$ cat src/rtl/pop_window_acc.sv
// Windowed population-count accumulator: counts the active bits of each accepted sample
// and presents the total of every WINDOW samples on a valid/ready output.
// Define POP_WINDOW_ACC_SAT_EN to clamp acc/out_sum at 2^ACC_W-1 instead of wrapping.

module cnt_bits #(
    parameter int IN    = 32,
    parameter bit ACT   = 1'b1,
    parameter int CNT_W = $clog2(IN) + 1
) (
    input  logic [IN-1:0]    data,
    output logic [CNT_W-1:0] count
);
    always_comb begin
        count = '0;
        for (int i = 0; i < IN; i++) begin
            if (data[i] == ACT) count = count + CNT_W'(1);
        end
    end
endmodule

module pop_window_acc #(
    parameter int IN     = 32,
    parameter bit ACT    = 1'b1,
    parameter int WINDOW = 16,
    parameter int ACC_W  = 16,
    parameter int CNT_W  = $clog2(IN) + 1
) (
    input  logic             clk,
    input  logic             reset_,
    input  logic             clear,
    input  logic             in_valid,
    output logic             in_ready,
    input  logic [IN-1:0]    in_data,
    output logic             out_valid,
    input  logic             out_ready,
    output logic [ACC_W-1:0] out_sum,
    output logic             out_ovf,
    output logic             dbg_state
);
    localparam int SMP_W = (WINDOW > 1) ? $clog2(WINDOW) : 1;
    localparam logic [SMP_W-1:0] SMP_LAST = SMP_W'(WINDOW - 1);
    localparam int SUM_W = ACC_W + 1;

    typedef enum logic {EMPTY = 1'b0, FULL = 1'b1} out_state_t;

    out_state_t       state, state_nxt;
    logic [SMP_W-1:0] smp;
    logic             s1_valid, s1_last;
    logic [CNT_W-1:0] s1_cnt, cnt;
    logic [ACC_W-1:0] acc, acc_nxt;
    logic             ovf, ovf_sum, carry;
    logic [SUM_W-1:0] sum;
    logic             in_fire, out_fire, s1_adv, retire, retire_last;

    cnt_bits #(.IN(IN), .ACT(ACT), .CNT_W(CNT_W)) u_cnt_bits (
        .data  (in_data),
        .count (cnt)
    );

    // Input stalls only when a last sample is parked in S1 behind an unaccepted result.
    assign in_ready    = reset_ & ~clear & ~(s1_valid & s1_last & out_valid & ~out_ready);
    assign in_fire     = in_valid & in_ready;
    assign out_valid   = (state == FULL);
    assign out_fire    = out_valid & out_ready;
    assign s1_adv      = ~s1_last | ~out_valid | out_ready;
    assign retire      = s1_valid & s1_adv & ~clear;
    assign retire_last = retire & s1_last;
    assign dbg_state   = state;

    assign sum     = {1'b0, acc} + SUM_W'(s1_cnt);
    assign carry   = sum[ACC_W];
    assign ovf_sum = ovf | carry;
`ifdef POP_WINDOW_ACC_SAT_EN
    assign acc_nxt = ovf_sum ? '1 : sum[ACC_W-1:0];
`else
    assign acc_nxt = sum[ACC_W-1:0];
`endif

    always_comb begin
        state_nxt = state;
        case (state)
            EMPTY:   if (retire_last) state_nxt = FULL;
            FULL:    if (retire_last) state_nxt = FULL;
                     else if (out_fire) state_nxt = EMPTY;
            default: state_nxt = EMPTY;
        endcase
    end

    always_ff @(posedge clk) begin
        if (!reset_) begin
            state    <= EMPTY;
            smp      <= '0;
            s1_valid <= 1'b0;
            s1_last  <= 1'b0;
            s1_cnt   <= '0;
            acc      <= '0;
            ovf      <= 1'b0;
            out_sum  <= '0;
            out_ovf  <= 1'b0;
        end else begin
            state <= state_nxt;
            if (clear) begin
                smp      <= '0;
                s1_valid <= 1'b0;
                acc      <= '0;
                ovf      <= 1'b0;
            end else begin
                if (in_fire) begin
                    smp      <= (smp == SMP_LAST) ? '0 : smp + SMP_W'(1);
                    s1_valid <= 1'b1;
                    s1_cnt   <= cnt;
                    s1_last  <= (smp == SMP_LAST);
                end else if (retire) begin
                    s1_valid <= 1'b0;
                end
                if (retire) begin
                    acc <= s1_last ? '0 : acc_nxt;
                    ovf <= s1_last ? 1'b0 : ovf_sum;
                end
            end
            // The result registers only move on retirement, so they hold while FULL.
            if (retire_last) begin
                out_sum <= acc_nxt;
                out_ovf <= ovf_sum;
            end
        end
    end
endmodule

$ cat config.mk
export PLATFORM = sky130hd
export DESIGN_NAME = pop_window_acc
export DESIGN_NICKNAME = d
export VERILOG_FILES = /design/src/rtl/pop_window_acc.sv
export SDC_FILE = /design/constraint.sdc
export NUM_CORES = 1
export LEC_CHECK = 0
export BUFFER_PORTS_ARGS = -buffer_cell sky130_fd_sc_hd__buf_2
export CAP_MARGIN = 10
export CORE_ASPECT_RATIO = 1.75
export CORE_MARGIN = 1.5
export CORE_UTILIZATION = 30
export CTS_BUF_LIST = sky130_fd_sc_hd__clkbuf_2
export CTS_CLUSTER_DIAMETER = 120
export DETAILED_ROUTE_END_ITERATION = 7
export HOLD_SLACK_MARGIN = 0.12
export PLACE_DENSITY = 0.56
export REMOVE_ABC_BUFFERS = 1
export SLEW_MARGIN = 20
export SYNTH_ARGS = -nofsm -noshare
export SYNTH_HDL_FRONTEND = slang
export SYNTH_SLANG_ARGS = --single-unit
$ cat constraint.sdc
create_clock -name clk -period 20.9 [get_ports clk]
set_input_delay 3.135 -clock clk [delete_from_list [all_inputs] [get_ports clk]]
set_output_delay 3.135 -clock clk [all_outputs]
set_load 0.03 [all_outputs]
==> flow_summary.toml, run 1 <==
[timing]
fin_crit_ns = 18.74
fin_skew_ns = 0.0332
fin_setup_tns_ns = 0
hold_viol = 0
rsz0062_at_grt = "false"
worst_pin_slew_ns = 0.945
post-route-period-util_pct = 89.7
maxClockFrequency_ghz = 0.0534
setup_viol = 0
slew_violations = 0
slew_headroom_pct = 37.0

[grt]
antenna_found_initial = 1
track_usage_pct = 12.6
grt_max_degree = 28
grt_pass1_wl_um = 27200
grt_overflow = 0
grt_pass1_vias = 6039

[finish]
nNetsFinal = 1014
utilization_pct = 32.4
areaGrowthSynthToFinish_pct = 5.98
drive_gt1_share_pct = 14.4

[worst_setup_path]
endpoint_kind = "register"
worstPathRequired_ns = 21.27
critPathMaxFanout = 8
cpMostUsedCell = "nand2_1"
cp.arrival_ns = 19.11
max_stage_delay_ns = 0.40
crit_type = "input pin to register"
cp-start-kind = "input pin"
r2r_slack_ns = 17.78
slowest_stage = "ha_1"

[detailed_routing]
dr.pass1.iters = 4
drc = 0
vias = 6194
drtAntennaViolNets = 0
via_per_inst = 4.97
wl_um = 15700
wire_per_inst_um = 12.6
drtIter0Drc = 220

[synth]
synth-seq-area-share_pct = 12.8
synthDistinctLibCells = 98
synth_common_cells = "116 x nand2_1, 99 x xnor2_1, 87 x nor2_1"
ys.flop_type = "dfxtp_1"
syn_inst = 921
synth-seq-cells = 47
yosys_warnings = 0
synth_edf_count = 0
synth_most_common_cell = "nand2_1"
avgSynthCellArea_sq_um = 7.97
synth_top_cell_by_area = "dfxtp_1"
synth_top_area_share_pct = 12.8
synthArstFlopShare_pct = 0
ys_top_cells_by_area = "dfxtp_1 13%, xnor2_1 12%, ha_1 6.8%, nand2_1 5.9%, nor2_1 4.4%"
netlist_area_sq_um = 7340

[floorplanning]
die_area_sq_um = 25500
ios = 57
die_y_um = 210
start_util_pct = 30.6
die_w_um = 121
core_region_area_sq_um = 24000
placementRows = 75

[clock_network]
clock_latency_ns = 0.44
clk_pin_slew_ns = 0.24
cts_tree = "built"
clkSinkCount = 47
cts_root_buf = "clkbuf_2"
cts_setup_buffers = 0
cts_max_level = 2
hold_buffers = 0
cts_buffers = 5
postCtsResizedCells = 0
clockBufferDepth = 2

[flow_run]
maxCapViolations = 0

[min_path]
holdCritPathClass = "register to register"

[place]
gp_congestion = 0.836
dpl.hpwl_um = 13000
portBuffers = 56

[outcome]
status = "complete, no violations"
## registers in the layout, summed over array words and instances (netlist names)
signal     cells
acc           16
out_sum       16
s1_cnt         6
smp            4
dbg_state      1
out_ovf        1
ovf            1
s1_last        1
s1_valid       1
## final timing paths
path / from / cells after the start / to
worst max register to register: s1_cnt[0] / 14 / out_sum[14]
worst max-delay path: in_data[0] / 98 / s1_cnt[4]
worst min-delay path: out_sum[5] / 2 / out_sum[5]
worst min register to register: out_sum[5] / 2 / out_sum[5]
## per-stage QoR
step	hold WS (ns)	setup WS [ns]	cells	cell area, sq um
global placement	0.453	2.19	1237	7740
detailed placement	0.456	1.70	1237	7740
global route	0.505	0.441	1245	7780
floorplan	0.444	3.48	872	7070
finish	0.477	2.16	1246	7780
CTS	0.483	2.14	1245	7780
## layer usage
| metal | vias to the layer above | wire length [um] | GRT usage (%) |
|---|---|---|---|
| li1 | 3238 | - | - |
| met1 | 2889 | 6310 | 13.2 |
| met2 | 49 | 8970 | 26.4 |
| met3 | 16 | 246 | 1.11 |
| met4 | 2 | 205 | 2.39 |
| met5 | - | 13 | 0 |
## kinds of logic after synthesis
| family | share of synthesized area (%) |
|---|---|
| XOR/XNOR | 28.6 |
| multiplexers | 2.57 |
| AND/OR/NAND/NOR | 23.7 |
| AO/OA/AOI/OAI | 19.7 |
| adder cells (fa/ha/maj) | 7.09 |
| buffers and inverters | 5.57 |
| flip-flops | 12.8 |
## cell type report
cell class	instances	area (sq um)
Clock buffer	5	25.0
Inverter	34	133
Multi-Input combinational cell	791	5990
Fill cell	2656	16200
Sequential cell	47	941
Timing Repair Buffer	57	288
Tap cell	308	385
Clock inverter	3	15.0
Antenna cell	1	2.50
## worst max-delay path, delay by kind of cell
family	cells	cell delay (ns)
AO/OA/AOI/OAI	28	4.28
XOR/XNOR	14	2.52
buffers and inverters	6	0.41
adder cells (fa/ha/maj)	16	4.79
multiplexers	5	1.11
AND/OR/NAND/NOR	29	2.85
## cell usage in the layout (no fill, tap or decap), types with 6 or more instances in the layout
cell        n
nand2_1   116
xnor2_1    99
nor2_1     87
buf_2      56
dfxtp_1    47
a21oi_1    45
ha_1       40
xor2_1     35
o21ai_0    35
inv_1      32
nand3_1    24
nor3_1     23
nand2b_1   15
mux2i_1    14
and3_1     14
a22oi_1    14
a31oi_1    13
and2_1     13
o211a_1    13
nor2b_1    12
xnor3_1    10
a21boi_0    9
xnor3_2     7
a21o_1      7
xnor2_2     7
nand4_1     7
xnor2_4     6
o21a_1      6
a211oi_1    6
Power of run 1 is left out: the tool's default activity adds up to more than one toggle a clock period on the data nets, which glitch-free logic cannot reach.
==> inputs of run 2 (changes only) <==
- CORE_UTILIZATION: 30 -> 40
- PLACE_DENSITY: 0.56 -> 0.67
==> flow_summary.toml, run 2 (synthesis results as in run 1) <==
[timing]
slew_headroom_pct = 39.8
rsz0062_at_grt = "false"
hold_viol = 0
fin_skew_ns = 0.0272
setup_viol = 0
worst_pin_slew_ns = 0.903
fin_crit_ns = 18.63
slew_violations = 0
post-route-period-util_pct = 89.1
fin_setup_tns_ns = 0
maxClockFrequency_ghz = 0.0537

[floorplanning]
die_area_sq_um = 19200
placementRows = 65
core_region_area_sq_um = 18000
start_util_pct = 40.8
ios = 57
die_w_um = 105
die_y_um = 182

[finish]
fin_area_sq_um = 7680
nNetsFinal = 1013
reg_top3 = "acc (16), out_sum (16), s1_cnt (6)"
layout_commonest_cell = "nand2_1"
areaGrowthSynthToFinish_pct = 4.58
diodes = 0
drive_gt1_share_pct = 14.3
final_cell_mix = "116 x nand2_1, 99 x xnor2_1, 87 x nor2_1, 56 x buf_2, 47 x dfxtp_1"

[grt]
grt_max_degree = 28
grt_pass1_vias = 5999
track_usage_pct = 15.7
antenna_found_initial = 0
grt_overflow = 0
grt_pass1_wl_um = 26000

[worst_setup_path]
r2r-end = "out_sum[14]"
worstPathRequired_ns = 21.23
crit_type = "input pin to register"
rr_startpoint = "s1_cnt[0]"
max_stage_delay_ns = 0.40
slowest_stage = "ha_1"
endpoint_kind = "register"
cp-start-kind = "input pin"
r2r_slack_ns = 17.78
critPathMaxFanout = 8
reg2reg_depth = 14
cp.arrival_ns = 18.96

[place]
dpl-instance-area_sq_um = 7640
portBuffers = 56
gp_congestion = 0.860
dpl.hpwl_um = 12300

[outcome]
status = "complete, no violations"

[clock_network]
cts_tree = "built"
hold_buffers = 0
cts_max_level = 2
cts_setup_buffers = 0
cts_buffers = 5
postCtsResizedCells = 0
cts_root_buf = "clkbuf_2"
clock_latency_ns = 0.42
clkSinkCount = 47
clockBufferDepth = 2
clk_pin_slew_ns = 0.21

[detailed_routing]
wire_per_inst_um = 12.8
drc = 0
drtIter0Drc = 182
via_per_inst = 5.31
dr.pass1.iters = 4
wl_um = 14900
vias = 6213
drtAntennaViolNets = 0

[flow_run]
maxCapViolations = 0

[min_path]
hp-start = "out_sum[3]"
holdPathEnd = "out_sum[3]"
holdCritPathClass = "register to register"
whs_path_depth = 2
run 2: final cells by class:
type	instances	area (sq um)
fillers	1878	10300
multi-input cells	791	5990
flip-flops and latches	47	941
well taps	234	293
repair buffers	56	280
inverters	34	133
clock buffers	5	25.0
clock inverters	3	15.0
run 2: worst max-delay path by stage:
stage / start / end / slack, ns / cells after the start
after floorplan: in_data[0] / s1_cnt[4] / 3.48 / 98
final: in_data[0] / s1_cnt[4] / 2.27 / 99
after CTS: in_data[0] / s1_cnt[4] / 2.23 / 99
after global routing: in_data[0] / s1_cnt[5] / 0.57 / 97
after detailed placement: in_data[0] / s1_cnt[4] / 1.82 / 99
after global placement: in_data[0] / s1_cnt[4] / 2.34 / 99
run 2: metrics by stage:
step,hold WS [ns],utilization (%),cells,setup slack [ns]
floorplan,0.444,-,872,3.48
global placement,0.452,42.5,1162,2.34
detailed placement,0.464,42.5,1162,1.82
CTS,0.488,42.7,1170,2.23
global route,0.516,42.7,1170,0.573
finish,0.480,42.7,1170,2.27
run 2: routing by layer:
metal	up-vias	part of all wire (%)	routed length, um	GRT usage [%]
li1	3247	-	-	-
met1	2883	39	5830	15.8
met2	59	57	8560	33.3
met3	24	1.8	270	1.21
met4	0	1.9	282	4.11
met5	-	0	0	0
run 2: critical path, delay by kind of cell:
kind                       cells  cell delay, ns
adders and majority gates     17            5.02
AOI/OAI and AO/OA             25            3.58
and+or+nand+nor               31            3.18
xor gates and xnor gates      15            2.53
muxes                          5            1.15
buffers and inverters          6            0.42
Power of run 2 is left out for the same reason.
==> inputs of run 3 (changes only) <==
==> constraint.sdc (replaced) <==
create_clock -name clk -period 17.3 [get_ports clk]
set_input_delay 1.73 -clock clk [delete_from_list [all_inputs] [get_ports clk]]
set_output_delay 1.73 -clock clk [all_outputs]
set_load 0.03 [all_outputs]
==> flow_summary.toml, run 3 (synthesis results as in run 1) <==
[worst_setup_path]
max_stage_delay_ns = 0.39
slowest_stage = "a221o_1"
critPathMaxFanout = 4
endpoint_kind = "register"
crit_type = "input pin to register"
cp.arrival_ns = 16.48
worstPathRequired_ns = 17.62
cpMostUsedCell = "nand2_1"
cp-start-kind = "input pin"

[clock_network]
cts_max_level = 2
cts_root_buf = "clkbuf_2"
clkSinkCount = 47
hold_buffers = 0
cts_tree = "built"
cts_buffers = 5
clk_pin_slew_ns = 0.20
clockBufferDepth = 2
clock_latency_ns = 0.42

[finish]
drive_gt1_share_pct = 17.1
fin_area_sq_um = 7890
diodes = 0
areaGrowthSynthToFinish_pct = 7.48
layout_commonest_cell = "nand2_1"
final_cell_mix = "115 x nand2_1, 95 x xnor2_1, 87 x nor2_1, 56 x buf_2, 47 x dfxtp_1"
finalNonFillerCells = 1178
reg_top3 = "acc (16), out_sum (16), s1_cnt (6)"
nNetsFinal = 1023

[place]
gp_congestion = 0.862
portBuffers = 56
dpl-instance-area_sq_um = 7650
post-place-cells = 1164
dpl.hpwl_um = 12300

[timing]
whs_ns = 0.489
fin_skew_ns = 0.0217
slew_violations = 0
maxClockFrequency_ghz = 0.0619
post-route-period-util_pct = 93.4
worst_pin_slew_ns = 0.914
fin_setup_tns_ns = 0
hold_viol = 0
fin_crit_ns = 16.15
setup_viol = 0
slew_headroom_pct = 39.1

[detailed_routing]
drc = 0
wire_per_inst_um = 12.9
drtIter0Drc = 202
vias = 6289
drtAntennaViolNets = 0
via_per_inst = 5.34
wl_um = 15200
dr.pass1.iters = 4

[grt]
grt_overflow = 0
antenna_found_initial = 0
track_usage_pct = 15.8
grt_max_degree = 28
grt_pass1_vias = 6053
grt_pass1_wl_um = 26200

[flow_run]
maxCapViolations = 0

[floorplanning]
ios = 57
core_region_area_sq_um = 18000
die_y_um = 182
start_util_pct = 40.8
placementRows = 65
die_w_um = 105
die_area_sq_um = 19200

[min_path]
holdCritPathClass = "register to register"

[outcome]
status = "complete, no violations"
==> run 3: what timing repair did <==
item	CTS	global route
endpoints found under the setup margin	0	5
gates resized for setup	0	27
endpoints found under the hold margin	0	0
buffers inserted	0	8
==> run 3: critical path: cells and delay by family <==
kind / cells / cell delay (ns)
compound gates: 25 / 3.13
xor+xnor: 15 / 2.33
fa+ha+maj: 17 / 4.75
buf+inv: 6 / 0.39
mux: 5 / 1.07
simple gates: 31 / 3.08
==> run 3: layout make-up <==
class / instances / area, sq um
inverters: 34 / 133
fillers: 1875 / 10100
well taps: 234 / 293
flip-flops and latches: 47 / 941
clock buffers: 6 / 30.0
multi-input cells: 791 / 6140
repair buffers: 66 / 355
==> run 3: final timing paths <==
kind                                  from           to  slack (ns)  cells past startpoint
worst max-delay path            in_data[0]    s1_cnt[4]        1.15                     99
worst min-delay path            out_sum[0]   out_sum[0]        0.49                      2
worst max register to register   s1_cnt[0]  out_sum[14]       14.17                     14
worst min register to register  out_sum[0]   out_sum[0]        0.49                      2
==> run 3: per-stage QoR <==
| step | worst slack [ns] | utilization [%] |
|---|---|---|
| finish | 1.15 | 43.9 |
| detailed placement | -0.136 | 42.6 |
| global route | -0.0862 | 43.9 |
| global placement | 0.320 | 42.6 |
| CTS | 0.252 | 42.7 |
| floorplan | 1.28 | - |
==> run 3: layer usage <==
metal | share of wire (%) | GRT usage (%) | up-vias
li1 | - | - | 3257
met1 | 38 | 15.5 | 2925
met2 | 57 | 33.8 | 77
met3 | 1.9 | 0.929 | 30
met4 | 2.6 | 4.88 | 0
met5 | 0 | 0 | -
Power of run 3 is left out for the same reason.
